--- config.mk ---
export PLATFORM = sky130hd
export DESIGN_NAME = penalty_match_scheduler_flat
export DESIGN_NICKNAME = d
export VERILOG_FILES = /design/src/rtl/game_pkg.sv /design/src/rtl/penalty_match_scheduler_if.sv /design/src/rtl/penalty_match_scheduler_match_rules.sv /design/src/rtl/penalty_match_scheduler.sv /design/src/flat_wrapper.sv
export SDC_FILE = /design/constraint.sdc
export NUM_CORES = 1
export LEC_CHECK = 0
export ABC_AREA = 1
export CAP_MARGIN = 20
export CORE_ASPECT_RATIO = 0.7
export CORE_UTILIZATION = 35
export CTS_CLUSTER_SIZE = 8
export DETAILED_ROUTE_END_ITERATION = 8
export GPL_ROUTABILITY_DRIVEN = 0
export GPL_TIMING_DRIVEN = 0
export PLACE_DENSITY = 0.51
export SYNTH_ARGS = -nofsm -noshare
export SYNTH_HDL_FRONTEND = slang
export SYNTH_SLANG_ARGS = --single-unit
export TNS_END_PERCENT = 20
--- constraint.sdc ---
create_clock -name clk -period 5.3 [get_ports clk]
set_clock_uncertainty 0.2 [all_clocks]
set_input_delay 1.06 -clock clk [delete_from_list [all_inputs] [get_ports clk]]
set_output_delay 1.06 -clock clk [all_outputs]
set_load 0.01 [all_outputs]
--- src/rtl/game_pkg.sv ---
// Types shared by game_state_sel and the penalty shootout scheduler: game
// state/mode encodings, scheduler FSM states and default rule constants.
package game_pkg;

  typedef enum logic [1:0] {
    START   = 2'd0,
    KEEPER  = 2'd1,
    SHOOTER = 2'd2,
    FINISH  = 2'd3
  } g_state;

  typedef enum logic {
    SOLO  = 1'b0,
    MULTI = 1'b1
  } g_mode;

  typedef enum logic [2:0] {
    SCH_IDLE      = 3'd0,
    SCH_WAIT_SHOT = 3'd1,
    SCH_EVAL      = 3'd2,
    SCH_PAUSE     = 3'd3,
    SCH_DONE      = 3'd4
  } sched_state;

  localparam int DEFAULT_REG_SHOTS      = 5;
  localparam int DEFAULT_MAX_SHOTS      = 15;
  localparam int DEFAULT_SOLO_WIN_SAVES = 3;
  localparam int DEFAULT_SWITCH_DELAY   = 65_000_000;

endpackage

--- src/rtl/penalty_match_scheduler_if.sv ---
// Signals between the gameplay/game_state_sel side (master) and the
// penalty shootout scheduler (slave).
interface penalty_match_scheduler_if;
  import game_pkg::*;

  // Shot handshake: shot_done is a one-cycle valid pulse qualified by
  // shot_goal; there is no ready, the scheduler accepts it only in WAIT_SHOT
  // and silently drops it in every other state.
  g_state     game_state;
  g_mode      game_mode;
  logic       shot_done;
  logic       shot_goal;
  logic       end_gk;
  logic       end_sh;
  logic       match_end;
  logic       match_result;
  logic [3:0] score_player;
  logic [3:0] score_enemy;
  logic [3:0] shots_player;
  logic [3:0] shots_enemy;
  logic       sudden_death;

  modport master (
    output game_state, game_mode, shot_done, shot_goal,
    input  end_gk, end_sh, match_end, match_result,
    input  score_player, score_enemy, shots_player, shots_enemy, sudden_death
  );

  modport slave (
    input  game_state, game_mode, shot_done, shot_goal,
    output end_gk, end_sh, match_end, match_result,
    output score_player, score_enemy, shots_player, shots_enemy, sudden_death
  );

endinterface

--- src/rtl/penalty_match_scheduler_match_rules.sv ---
// Combinational shootout decision: regulation, sudden death and shot cap in
// MULTI, save/goal thresholds on enemy shots in SOLO.
module match_rules
  import game_pkg::*;
#(
  parameter int REG_SHOTS      = DEFAULT_REG_SHOTS,
  parameter int MAX_SHOTS      = DEFAULT_MAX_SHOTS,
  parameter int SOLO_WIN_SAVES = DEFAULT_SOLO_WIN_SAVES
) (
  input  logic [3:0] p_i,
  input  logic [3:0] e_i,
  input  logic [3:0] np_i,
  input  logic [3:0] ne_i,
  input  g_mode      game_mode_i,
  output logic       decided_o,
  output logic       result_o
);

  localparam logic [4:0] REG5   = 5'(REG_SHOTS);
  localparam logic [4:0] MAX5   = 5'(MAX_SHOTS);
  localparam logic [4:0] SAVES5 = 5'(SOLO_WIN_SAVES);
  localparam logic [4:0] LOSE5  = 5'(REG_SHOTS - SOLO_WIN_SAVES);

  logic [4:0] p5, e5, np5, ne5;
  logic       in_reg, in_sd, reg_dec, sd_dec, cap_dec, solo_win, solo_lose;

  assign p5  = {1'b0, p_i};
  assign e5  = {1'b0, e_i};
  assign np5 = {1'b0, np_i};
  assign ne5 = {1'b0, ne_i};

  always_comb begin
    in_reg    = (np5 <= REG5) && (ne5 <= REG5);
    in_sd     = (np5 >= REG5) && (ne5 >= REG5);
    // Remaining-shot terms only matter inside regulation, where they cannot go negative.
    reg_dec   = in_reg && (((p5 + (REG5 - np5)) < e5) || ((e5 + (REG5 - ne5)) < p5));
    sd_dec    = in_sd && (np5 == ne5) && (p5 != e5);
    cap_dec   = (np5 == MAX5) && (ne5 == MAX5) && (p5 == e5);
    solo_win  = (ne5 - e5) >= SAVES5;
    solo_lose = e5 > LOSE5;

    decided_o = 1'b0;
    result_o  = 1'b0;
    if (game_mode_i == SOLO) begin
      decided_o = solo_win || solo_lose;
      result_o  = solo_win;
    end else begin
      decided_o = reg_dec || sd_dec || cap_dec;
      result_o  = p5 > e5;
    end
  end

endmodule

--- src/rtl/penalty_match_scheduler.sv ---
// Penalty shootout sequencer: counts shots/goals, decides the match and
// paces role swaps with a display pause after every unresolved shot.
module penalty_match_scheduler
  import game_pkg::*;
#(
  parameter int REG_SHOTS      = DEFAULT_REG_SHOTS,
  parameter int MAX_SHOTS      = DEFAULT_MAX_SHOTS,
  parameter int SOLO_WIN_SAVES = DEFAULT_SOLO_WIN_SAVES,
  parameter int SWITCH_DELAY   = DEFAULT_SWITCH_DELAY
) (
  input  logic                            clk,
  input  logic                            rst,
  penalty_match_scheduler_if.slave        bus,
  output sched_state                      state_o
);

  localparam int CNT_W = (SWITCH_DELAY > 1) ? $clog2(SWITCH_DELAY) : 1;
  localparam logic [CNT_W-1:0] PAUSE_LAST = CNT_W'(SWITCH_DELAY - 1);

  sched_state       state_q, state_d;
  logic [CNT_W-1:0] pause_q, pause_d;
  logic [3:0]       score_p_q, score_p_d, score_e_q, score_e_d;
  logic [3:0]       shots_p_q, shots_p_d, shots_e_q, shots_e_d;
  logic             match_end_q, match_end_d, result_q, result_d;
  logic             end_gk_q, end_gk_d, end_sh_q, end_sh_d;
  logic             decided, result;

  match_rules #(
    .REG_SHOTS      (REG_SHOTS),
    .MAX_SHOTS      (MAX_SHOTS),
    .SOLO_WIN_SAVES (SOLO_WIN_SAVES)
  ) u_rules (
    .p_i         (score_p_q),
    .e_i         (score_e_q),
    .np_i        (shots_p_q),
    .ne_i        (shots_e_q),
    .game_mode_i (bus.game_mode),
    .decided_o   (decided),
    .result_o    (result)
  );

  always_ff @(posedge clk) begin
    if (rst) begin
      state_q     <= SCH_IDLE;
      pause_q     <= '0;
      score_p_q   <= '0;
      score_e_q   <= '0;
      shots_p_q   <= '0;
      shots_e_q   <= '0;
      match_end_q <= 1'b0;
      result_q    <= 1'b0;
      end_gk_q    <= 1'b0;
      end_sh_q    <= 1'b0;
    end else begin
      state_q     <= state_d;
      pause_q     <= pause_d;
      score_p_q   <= score_p_d;
      score_e_q   <= score_e_d;
      shots_p_q   <= shots_p_d;
      shots_e_q   <= shots_e_d;
      match_end_q <= match_end_d;
      result_q    <= result_d;
      end_gk_q    <= end_gk_d;
      end_sh_q    <= end_sh_d;
    end
  end

  always_comb begin
    state_d     = state_q;
    pause_d     = pause_q;
    score_p_d   = score_p_q;
    score_e_d   = score_e_q;
    shots_p_d   = shots_p_q;
    shots_e_d   = shots_e_q;
    match_end_d = match_end_q;
    result_d    = result_q;
    end_gk_d    = 1'b0;
    end_sh_d    = 1'b0;

    // START aborts from anywhere and outranks a shot arriving in the same cycle.
    if (bus.game_state == START) begin
      state_d     = SCH_IDLE;
      pause_d     = '0;
      score_p_d   = '0;
      score_e_d   = '0;
      shots_p_d   = '0;
      shots_e_d   = '0;
      match_end_d = 1'b0;
      result_d    = 1'b0;
    end else begin
      unique case (state_q)
        SCH_IDLE: begin
          if (bus.game_state == KEEPER || bus.game_state == SHOOTER) state_d = SCH_WAIT_SHOT;
        end
        SCH_WAIT_SHOT: begin
          if (bus.shot_done && bus.game_state == KEEPER) begin
            shots_e_d = shots_e_q + 4'd1;
            score_e_d = score_e_q + 4'(bus.shot_goal);
            state_d   = SCH_EVAL;
          end else if (bus.shot_done && bus.game_state == SHOOTER) begin
            shots_p_d = shots_p_q + 4'd1;
            score_p_d = score_p_q + 4'(bus.shot_goal);
            state_d   = SCH_EVAL;
          end
        end
        SCH_EVAL: begin
          if (decided) begin
            state_d     = SCH_DONE;
            match_end_d = 1'b1;
            result_d    = result;
          end else begin
            state_d = SCH_PAUSE;
            pause_d = '0;
          end
        end
        SCH_PAUSE: begin
          if (pause_q == PAUSE_LAST) begin
            state_d = SCH_WAIT_SHOT;
            if (bus.game_mode == MULTI) begin
              end_gk_d = (bus.game_state == KEEPER);
              end_sh_d = (bus.game_state == SHOOTER);
            end
          end else begin
            pause_d = pause_q + 1'b1;
          end
        end
        SCH_DONE: begin
          state_d = SCH_DONE;
        end
        default: state_d = SCH_IDLE;
      endcase
    end
  end

  assign bus.end_gk       = end_gk_q;
  assign bus.end_sh       = end_sh_q;
  assign bus.match_end    = match_end_q;
  assign bus.match_result = result_q;
  assign bus.score_player = score_p_q;
  assign bus.score_enemy  = score_e_q;
  assign bus.shots_player = shots_p_q;
  assign bus.shots_enemy  = shots_e_q;
  assign bus.sudden_death = (shots_p_q >= 4'(REG_SHOTS)) && (shots_e_q >= 4'(REG_SHOTS))
                            && !match_end_q;
  assign state_o          = state_q;

endmodule

--- src/flat_wrapper.sv ---
// flat-port wrapper written by rule: the top's interface ports become plain ports
module penalty_match_scheduler_flat import game_pkg::*;
#(
  parameter int REG_SHOTS      = DEFAULT_REG_SHOTS,
  parameter int MAX_SHOTS      = DEFAULT_MAX_SHOTS,
  parameter int SOLO_WIN_SAVES = DEFAULT_SOLO_WIN_SAVES,
  parameter int SWITCH_DELAY   = DEFAULT_SWITCH_DELAY
)
  (clk, rst, state_o, bus_game_state, bus_game_mode, bus_shot_done, bus_shot_goal, bus_end_gk, bus_end_sh, bus_match_end, bus_match_result, bus_score_player, bus_score_enemy, bus_shots_player, bus_shots_enemy, bus_sudden_death);
  penalty_match_scheduler_if bus_i ();
  input  logic clk;
  input  logic rst;
  output sched_state state_o;
  input wire logic [$bits(bus_i.game_state)-1:0] bus_game_state;
  input wire logic [$bits(bus_i.game_mode)-1:0] bus_game_mode;
  input wire logic [$bits(bus_i.shot_done)-1:0] bus_shot_done;
  input wire logic [$bits(bus_i.shot_goal)-1:0] bus_shot_goal;
  output wire logic [$bits(bus_i.end_gk)-1:0] bus_end_gk;
  output wire logic [$bits(bus_i.end_sh)-1:0] bus_end_sh;
  output wire logic [$bits(bus_i.match_end)-1:0] bus_match_end;
  output wire logic [$bits(bus_i.match_result)-1:0] bus_match_result;
  output wire logic [$bits(bus_i.score_player)-1:0] bus_score_player;
  output wire logic [$bits(bus_i.score_enemy)-1:0] bus_score_enemy;
  output wire logic [$bits(bus_i.shots_player)-1:0] bus_shots_player;
  output wire logic [$bits(bus_i.shots_enemy)-1:0] bus_shots_enemy;
  output wire logic [$bits(bus_i.sudden_death)-1:0] bus_sudden_death;
  assign bus_i.game_state = bus_game_state;
  assign bus_i.game_mode = bus_game_mode;
  assign bus_i.shot_done = bus_shot_done;
  assign bus_i.shot_goal = bus_shot_goal;
  assign bus_end_gk = bus_i.end_gk;
  assign bus_end_sh = bus_i.end_sh;
  assign bus_match_end = bus_i.match_end;
  assign bus_match_result = bus_i.match_result;
  assign bus_score_player = bus_i.score_player;
  assign bus_score_enemy = bus_i.score_enemy;
  assign bus_shots_player = bus_i.shots_player;
  assign bus_shots_enemy = bus_i.shots_enemy;
  assign bus_sudden_death = bus_i.sudden_death;
  penalty_match_scheduler #(.REG_SHOTS(REG_SHOTS), .MAX_SHOTS(MAX_SHOTS), .SOLO_WIN_SAVES(SOLO_WIN_SAVES), .SWITCH_DELAY(SWITCH_DELAY)) u_core (.clk(clk), .rst(rst), .bus(bus_i), .state_o(state_o));
endmodule
==> impl_metrics.env, run 1 <==
export IMPL_period_minus_slack_ps=3490
export IMPL_grt_setup_unrepaired="no"
export IMPL_synth_top_area_frac=0.260
export IMPL_endpoint_kind="flip-flop"
export IMPL_yosysSeqAreaShare=0.260
export IMPL_ys_types=35
export IMPL_yosys_warnings=0
export IMPL_synth_main_ff_cell="dfxtp_1"
export IMPL_clock_latency_ps=300
export IMPL_route_antenna_remaining_nets=0
export IMPL_post_cts_setup_buffers=0
export IMPL_cts_root_buf="clkbuf_16"
export IMPL_slew_headroom=0.418
export IMPL_num_vias=3745
export IMPL_die_area_um2=11200
export IMPL_dpl_cell_count=735
export IMPL_cts_buffers_inserted=5
export IMPL_worst_path_max_fanout=10
export IMPL_antenna_found_initial=0
export IMPL_setup_viol=0
export IMPL_p_leak_uw=0.00170
export IMPL_crit_type="reg -> reg"
export IMPL_drc=0
export IMPL_grt_overflow=0
export IMPL_io_buffers=30
export IMPL_fmax_mhz=287
export IMPL_drtIter0Drc=290
export IMPL_avgSynthCellArea_um2=6.59
export IMPL_area_growth_pct=16.9
export IMPL_drv_cap=0
export IMPL_grt_max_degree=15
export IMPL_power_uw=854
export IMPL_synth_edf_count=0
export IMPL_ios=31
export IMPL_drive_gt1_frac=0.0540
export IMPL_syn_area_um2=3780
export IMPL_hp_class="reg -> reg"
export IMPL_cp_arrival_ps=3510
export IMPL_hold_violations=0
export IMPL_fin_nets=661
export IMPL_synth_most_common_cell="nand2_1"
export IMPL_grt_usage=0.208
export IMPL_synth_area_leader_cell="dfxtp_1"
export IMPL_cp_start_kind="flip-flop"
export IMPL_viasPerCell=5.04
export IMPL_utilization=0.423
export IMPL_cts_tree="yes"
export IMPL_finalMaxSlewViolations=0
export IMPL_ir_worst_vdd_v=0.000136
export IMPL_clkTransAtPathRegs_ps=60
export IMPL_grt_pass1_wl_um=17900
export IMPL_whs_path_depth=2
export IMPL_htreeDepth=2
export IMPL_dieWidth_um=126
export IMPL_period_share=0.658
export IMPL_initial_core_util=0.362
export IMPL_diodes=0
export IMPL_syn_num_nets=624
export IMPL_routedWlPerCell_um=14.6
export IMPL_ys_top_cells_by_count="118 x nand2_1, 76 x inv_1, 68 x nor2_1, 53 x a21oi_1"
export IMPL_synthCells=573
export IMPL_outcome="complete, no violations"
export IMPL_stdcell_count=743
export IMPL_ys_ff_latch=49
export IMPL_die_h_um=88.9
export IMPL_hpwlAfterDp_um=8710
export IMPL_p_per_area_nw_per_um2=193
export IMPL_critPathRequiredTime_ps=5320
export IMPL_wl_um=10900
export IMPL_rows=31
export IMPL_firstDrtPassIters=7
export IMPL_core_um2=10400
export IMPL_tightest_slew_ps=866
export IMPL_cts_resized=0
export IMPL_rr_worst_depth=21
export IMPL_clk_path_buf_depth=2
export IMPL_synth_area_leaders="dfxtp_1 26%, ha_1 14%, nand2_1 12%, inv_1 7.6%, a21oi_1 7.0%"
export IMPL_clock_sinks=49
export IMPL_hold_buffers=0
export IMPL_first_global_vias=3286
export IMPL_fin_hold_ws_ps=243
export IMPL_fin_tns_setup_ps=0
export IMPL_async_flop_share=0
registers in the layout, summed over array words and instances (netlist names):
name,cells
u_core.pause_q,26
u_core.bus.score_enemy,4
u_core.bus.score_player,4
u_core.bus.shots_enemy,4
u_core.bus.shots_player,4
u_core.state_o,3
u_core.bus.end_gk,1
u_core.bus.end_sh,1
u_core.bus.match_end,1
u_core.bus.match_result,1
worst paths after layout:
check | to | from | slack (ps)
max reg2reg | u_core.pause_q[22] | u_core.bus.score_enemy[1] | 1810
min reg2reg | u_core.bus.match_result | u_core.bus.match_result | 240
max | u_core.pause_q[22] | u_core.bus.score_enemy[1] | 1810
min | u_core.bus.match_result | u_core.bus.match_result | 240
per-stage QoR:
stage	cell area (um^2)	setup slack, ps
2_1_floorplan	3780	2220
3_3_place_gp	4240	1850
3_5_place_dp	4240	1830
4_1_cts	4420	1800
5_1_grt	4420	1520
6_report	4420	1810
cells by family (layout without fill, tap and decap cells):
family / count (synthesis) / in the layout / share of synthesized area
XOR/XNOR: 11 / 11 / 0.0255
AND/OR/NAND/NOR: 295 / 295 / 0.351
buffers and inverters: 95 / 133 / 0.104
adder cells (fa/ha/maj): 44 / 44 / 0.152
flip-flops: 49 / 49 / 0.260
AO/OA/AOI/OAI: 79 / 79 / 0.108
area by class of cell:
class	instances	area (um^2)
Fill cell	1104	6020
Multi-Input combinational cell	429	2400
Sequential cell	49	981
Timing Repair Buffer	30	300
Inverter	80	300
Tap cell	132	165
Clock buffer	7	143
Buffer	15	93.8
Clock inverter	1	30.0
worst max-delay path: stages, from the launching register on:
cell and delay (ps):
dfxtp_1 400, inv_1 200, ha_1 330, inv_1 50
ha_1 230, fa_1 440, ha_1 310, nand2_1 50
inv_1 40, nand2_1 40, nand2_1 50, nand2_1 50
nand3_1 70, nand2_1 60, nand2_1 70, nand2_1 70
nand2_2 90, nand2_4 100, nand2_4 90, buf_2 240
nand2_1 90, a21oi_1 130
power breakdown:
group / switching [uW] / internal, uW
clock network: 143 / 236
logic: 59.0 / 35.4
registers: 7.02 / 373
routing by layer:
layer | track usage | vias up | part of all wire
met1 | 0.342 | 1690 | 0.58
met3 | 0.0383 | 7 | 0.058
met5 | 0 | - | 0
met2 | 0.265 | 94 | 0.35
li1 | - | 1954 | -
met4 | 0.0438 | 0 | 0.0075
placed cells by master, fill, tap and decap left out, drive strengths merged, types with 21 or more instances in the layout:
master | Yosys | layout
nand3 | 49 | 49
o21ai | 21 | 21
nor2 | 73 | 73
dfxtp | 49 | 49
ha | 41 | 41
a21oi | 53 | 53
inv | 80 | 80
clkdlybuf4s50 | 0 | 30
nand2 | 123 | 123
nor3 | 27 | 27
(Power assumes the default switching activity.)
==> run 2: changes to the inputs <==
- PLACE_DENSITY: 0.51 -> 0.53
- clock period: 5.3 -> 3.15 ns (I/O delays scaled with it)
==> impl_metrics.env, run 2 (same netlist as run 1, synthesis figures left out) <==
export IMPL_largest_register_ffs=26
export IMPL_violations="setup timing"
export IMPL_routedWlPerCell_um=14.7
export IMPL_first_global_vias=3358
export IMPL_finalMaxSlewViolations=0
export IMPL_clock_latency_ps=300
export IMPL_cts_root_buf="clkbuf_16"
export IMPL_hp_class="reg -> reg"
export IMPL_hold_violations=0
export IMPL_grt_setup_unrepaired="yes"
export IMPL_firstDrtPassIters=5
export IMPL_finalWorstSetupSlack_ps=-23.4
export IMPL_critPathRequiredTime_ps=3180
export IMPL_p_leak_uw=0.00178
export IMPL_viasPerCell=5.06
export IMPL_crit_start="u_core.bus.score_player[1]"
export IMPL_path_buf_inv=4
export IMPL_setup_viol=6
export IMPL_period_share=1.01
export IMPL_die_h_um=88.9
export IMPL_cp_arrival_ps=3200
export IMPL_grt_max_degree=15
export IMPL_p_per_area_nw_per_um2=310
export IMPL_cts_tree="yes"
export IMPL_drtIter0Drc=215
export IMPL_area_growth_pct=24.5
export IMPL_grt_pass1_wl_um=17400
export IMPL_r2r_setup_slack_ps=-20
export IMPL_cp_endpoint="u_core.pause_q[5]"
export IMPL_fmax_mhz=315
export IMPL_clkTransAtPathRegs_ps=60
export IMPL_dieWidth_um=126
export IMPL_crit_chain="inv_4, ha_4, inv_4, ha_4, fa_1, ha_4, nand2_1, inv_1, nand2_1, nand2_1, a21oi_1, nand2_1, nand2_1, nand2_1, nand2_1, nand2_2, nand2_4, nand2_8, buf_8, nand2_2, nand2_1, nor2_1"
export IMPL_grt_usage=0.202
export IMPL_reg2reg_to="u_core.pause_q[5]"
export IMPL_core_um2=10400
export IMPL_tightest_slew_ps=747
export IMPL_place_area_um2=4240
export IMPL_fin_nets=672
export IMPL_crit_cells=22
export IMPL_clock_sinks=49
export IMPL_outcome="finished with violations"
export IMPL_rows=31
export IMPL_drv_cap=0
export IMPL_die_area_um2=11200
export IMPL_worst_path_max_fanout=5
export IMPL_hold_buffers=0
export IMPL_htreeDepth=2
export IMPL_design_area_um2=4700
export IMPL_endpoint_kind="flip-flop"
export IMPL_final_cell_mix="114 x nand2_1, 72 x inv_1, 66 x nor2_1, 49 x a21oi_1, 49 x nand3_1"
export IMPL_drc=0
export IMPL_grt_overflow=0
export IMPL_cpMostUsedCell="nand2_1"
export IMPL_period_minus_slack_ps=3170
export IMPL_rr_worst_depth=22
export IMPL_seq_area_um2=1010
export IMPL_antenna_found_initial=0
export IMPL_diodes=0
export IMPL_mostFrequentLayoutCell="nand2_1"
export IMPL_slew_headroom=0.498
export IMPL_initial_core_util=0.362
export IMPL_num_vias=3814
export IMPL_crit_type="reg -> reg"
export IMPL_cts_buffers_inserted=5
export IMPL_nFillCells=1056
export IMPL_cpPeakStageDelay_ps=580
export IMPL_fin_tns_setup_ps=-83.4
export IMPL_route_antenna_remaining_nets=0
export IMPL_drive_gt1_frac=0.122
export IMPL_crit_family="adder cells"
export IMPL_wl_um=11100
export IMPL_hpwlAfterDp_um=8510
export IMPL_io_buffers=30
export IMPL_multiInputGateArea_um2=2520
export IMPL_stdcell_count=754
export IMPL_cp_start_kind="flip-flop"
export IMPL_ir_worst_vdd_v=0.000185
export IMPL_top_register="u_core.pause_q"
export IMPL_dpl_cell_count=735
export IMPL_ios=31
export IMPL_r2r_start="u_core.bus.score_player[1]"
export IMPL_critical_path_slowest_cell="fa_1"
export IMPL_clk_path_buf_depth=2
-- run 2: changes by cell type in the layout (fill, tap and decap cells not counted), sizes merged --
cell    delta
clkbuf     +2
buf        +9
-- run 2: final cells by class --
type,count,share of cell area
Buffer,15,0.0237
Timing Repair Buffer,41,0.0888
Inverter,80,0.0654
Multi-Input combinational cell,429,0.536
Clock inverter,1,0.00638
Sequential cell,49,0.214
Tap cell,132,0.0351
Clock buffer,7,0.0303
-- run 2: where the power goes --
part	switching (uW)	total [uW]	internal (uW)	leakage (uW)
combinational	106	184	78.2	0.00129
clock	241	638	397	0.0000841
sequential	11.5	634	623	0.000402
-- run 2: worst min path at each step --
stage	start	endpoint	slack (ps)	cells after the start
6_report	u_core.bus.match_result	u_core.bus.match_result	250	2
5_1_grt	u_core.bus.match_result	u_core.bus.match_result	270	2
4_1_cts	u_core.bus.match_result	u_core.bus.match_result	250	2
3_5_place_dp	u_core.bus.match_result	u_core.bus.match_result	240	2
3_3_place_gp	u_core.bus.match_result	u_core.bus.match_result	230	2
2_1_floorplan	u_core.bus.match_result	u_core.bus.match_result	260	2
-- run 2: repair_timing --
action	CTS	global route
gates resized for setup	25	23
endpoints found under the setup margin	30	30
pin swaps	7	13
buffers inserted	5	4
endpoints found under the hold margin	0	0
gates cloned	0	2
-- run 2: worst reg2reg max path: stages (launching register included) --
cell and delay (ps):
dfxtp_4 360, inv_4 40, ha_4 260, inv_4 30
ha_4 150, fa_1 580, ha_4 210, nand2_1 50
inv_1 30, nand2_1 50, nand2_1 50, a21oi_1 120
nand2_1 100, nand2_1 70, nand2_1 50, nand2_1 80
nand2_2 80, nand2_4 140, nand2_8 90, buf_8 140
nand2_2 50, nand2_1 50, nor2_1 110
-- run 2: through the flow --
| stage | utilization | power [uW] | worst slack [ps] | hold slack [ps] |
|---|---|---|---|---|
| 6_report | 0.451 | 1460 | -23.4 | 246 |
| 3_5_place_dp | 0.407 | 810 | -311 | 236 |
| 5_1_grt | 0.451 | 1510 | -232 | 268 |
| 4_1_cts | 0.432 | 1450 | -43.5 | 246 |
| 3_3_place_gp | 0.407 | 809 | -282 | 230 |
| 2_1_floorplan | - | 755 | 66.9 | 265 |
-- run 2: routing by layer --
metal  share of wire  GRT usage
met1            0.55      0.318
met2            0.37      0.276
met3           0.074     0.0371
met4          0.0076     0.0449
met5               0          0
==> run 3: changes to the inputs <==
- CORE_UTILIZATION: 35 -> 45
- CTS_CLUSTER_DIAMETER: not set -> 100
- PLACE_DENSITY: 0.53 -> 0.65
==> impl_metrics.env, run 3 (same netlist as run 1, synthesis figures left out) <==
export IMPL_fin_nets=677
export IMPL_hold_violations=0
export IMPL_dieWidth_um=112
export IMPL_grt_max_degree=16
export IMPL_area_growth_pct=27.7
export IMPL_num_vias=3955
export IMPL_rows=27
export IMPL_p_leak_uw=0.00183
export IMPL_outcome="complete, no violations"
export IMPL_routedWlPerCell_um=15.5
export IMPL_htreeDepth=2
export IMPL_hp_class="reg -> reg"
export IMPL_firstDrtPassIters=5
export IMPL_critical_path_slowest_cell="fa_1"
export IMPL_cts_root_buf="clkbuf_16"
export IMPL_finalMaxSlewViolations=0
export IMPL_rr_worst_depth=21
export IMPL_grt_setup_unrepaired="yes"
export IMPL_period_share=0.981
export IMPL_hpwlAfterDp_um=8270
export IMPL_grt_overflow=0
export IMPL_nFillCells=768
export IMPL_dp_slack_ps=-304
export IMPL_drtIter0Drc=305
export IMPL_cp_arrival_ps=3040
export IMPL_period_minus_slack_ps=3090
export IMPL_clkTransAtPathRegs_ps=70
export IMPL_ir_worst_vdd_v=0.000253
export IMPL_cp_start_kind="flip-flop"
export IMPL_cpMostUsedCell="nand2_1"
export IMPL_final_cell_mix="104 x nand2_1, 68 x inv_1, 66 x nor2_1, 49 x nand3_1, 42 x a21oi_1"
export IMPL_crit_chain="inv_4, ha_4, inv_2, ha_4, fa_1, ha_4, nand2_2, inv_2, nand2_2, nand2_1, a21oi_1, nand2_1, nand2_1, nand2_1, nand2_2, nand2_4, nand2_8, nand2_8, clkbuf_16, nand2_1, a21oi_1"
export IMPL_setup_viol=0
export IMPL_drv_cap=0
export IMPL_min_from="u_core.bus.match_result"
export IMPL_stdcell_count=728
export IMPL_core_um2=8010
export IMPL_diodes=0
export IMPL_wl_um=11200
export IMPL_io_buffers=30
export IMPL_hold_buffers=0
export IMPL_drc=0
export IMPL_utilization=0.603
export IMPL_cts_buffers_inserted=5
export IMPL_whs_path_depth=2
export IMPL_largest_register_ffs=26
export IMPL_route_antenna_remaining_nets=0
export IMPL_worst_path_max_fanout=7
export IMPL_drive_gt1_frac=0.169
export IMPL_fmax_mhz=324
export IMPL_critPathRequiredTime_ps=3100
export IMPL_antenna_found_initial=0
export IMPL_p_per_area_nw_per_um2=306
export IMPL_slew_headroom=0.441
export IMPL_clock_sinks=49
export IMPL_endpoint_kind="flip-flop"
export IMPL_r2r_start="u_core.bus.score_player[1]"
export IMPL_mostFrequentLayoutCell="nand2_1"
export IMPL_die_area_um2=8770
export IMPL_clock_latency_ps=290
export IMPL_grt_usage=0.254
export IMPL_first_global_vias=3451
export IMPL_die_h_um=78.7
export IMPL_crit_start="u_core.bus.score_player[1]"
export IMPL_cpPeakStageDelay_ps=530
export IMPL_clk_path_buf_depth=2
export IMPL_initial_core_util=0.472
export IMPL_ios=31
export IMPL_dpl_cell_count=704
export IMPL_tightest_slew_ps=832
export IMPL_grt_pass1_wl_um=17500
export IMPL_cts_tree="yes"
export IMPL_top_register="u_core.pause_q"
export IMPL_crit_type="reg -> reg"
export IMPL_viasPerCell=5.43
export IMPL_finalWorstSetupSlack_ps=60.5
==> run 3: changes by cell type in the layout (fill, tap and decap cells not counted), moves of 3 or more <==
cell	change
nand2_2	+9
inv_2	+3
buf_4	+4
inv_1	-4
a21oi_1	-7
a21oi_2	+7
nand2_1	-10
==> run 3: worst paths after layout <==
check | slack, ps | endpoint
worst min-delay path | 280 | u_core.bus.match_result
worst max-delay path | 60 | u_core.pause_q[16]
worst min register to register | 280 | u_core.bus.match_result
worst max register to register | 60 | u_core.pause_q[16]
==> run 3: area by class of cell <==
class                      count  area [um^2]  share of cell area
multi-input combinational    429         2610               0.540
sequential                    49         1010               0.210
timing repair buffer          46          473              0.0980
inverter                      80          315              0.0654
clock buffer                   6          139              0.0288
tap                          101          126              0.0262
buffer                        15          115              0.0239
clock inverter                 2         37.5             0.00778
==> run 3: repair_timing <==
item,CTS,global route
cloned,0,3
endpoints found under the setup margin,30,30
resized for setup,22,59
buffers inserted,2,11
pin swaps,4,16
==> run 3: metrics by stage <==
stage	setup TNS [ps]	hold slack [ps]	power (uW)	area, um^2
2_1_floorplan	0	265	755	3780
3_3_place_gp	-4800	253	806	4200
3_5_place_dp	-6340	255	809	4200
4_1_cts	-9.32	264	1450	4440
5_1_grt	-1530	290	1540	4820
6_report	0	276	1480	4820
==> run 3: routing by layer <==
metal / up-vias / part of all wire / GRT usage
met4: 0 / 0.0051 / 0.0500
met1: 1821 / 0.51 / 0.400
met2: 148 / 0.39 / 0.347
met3: 5 / 0.091 / 0.0494
li1: 1981 / - / -
met5: - / 0 / 0
==> run 3: critical path: cells and delay by family, from the launching register on <==
kind                       cells  cell delay, ps
buffers and inverters          4             280
AOI/OAI and AO/OA              2             190
DFF                            1             360
adders and majority gates      4            1150
and+or+nand+nor               11             750
==> run 3: where the power goes <==
group          internal [uW]  leakage (uW)  switching, uW
Sequential               622      0.000403           11.9
Clock                    397     0.0000831            245
Combinational           85.2       0.00134            117
Total                   1100       0.00183            374
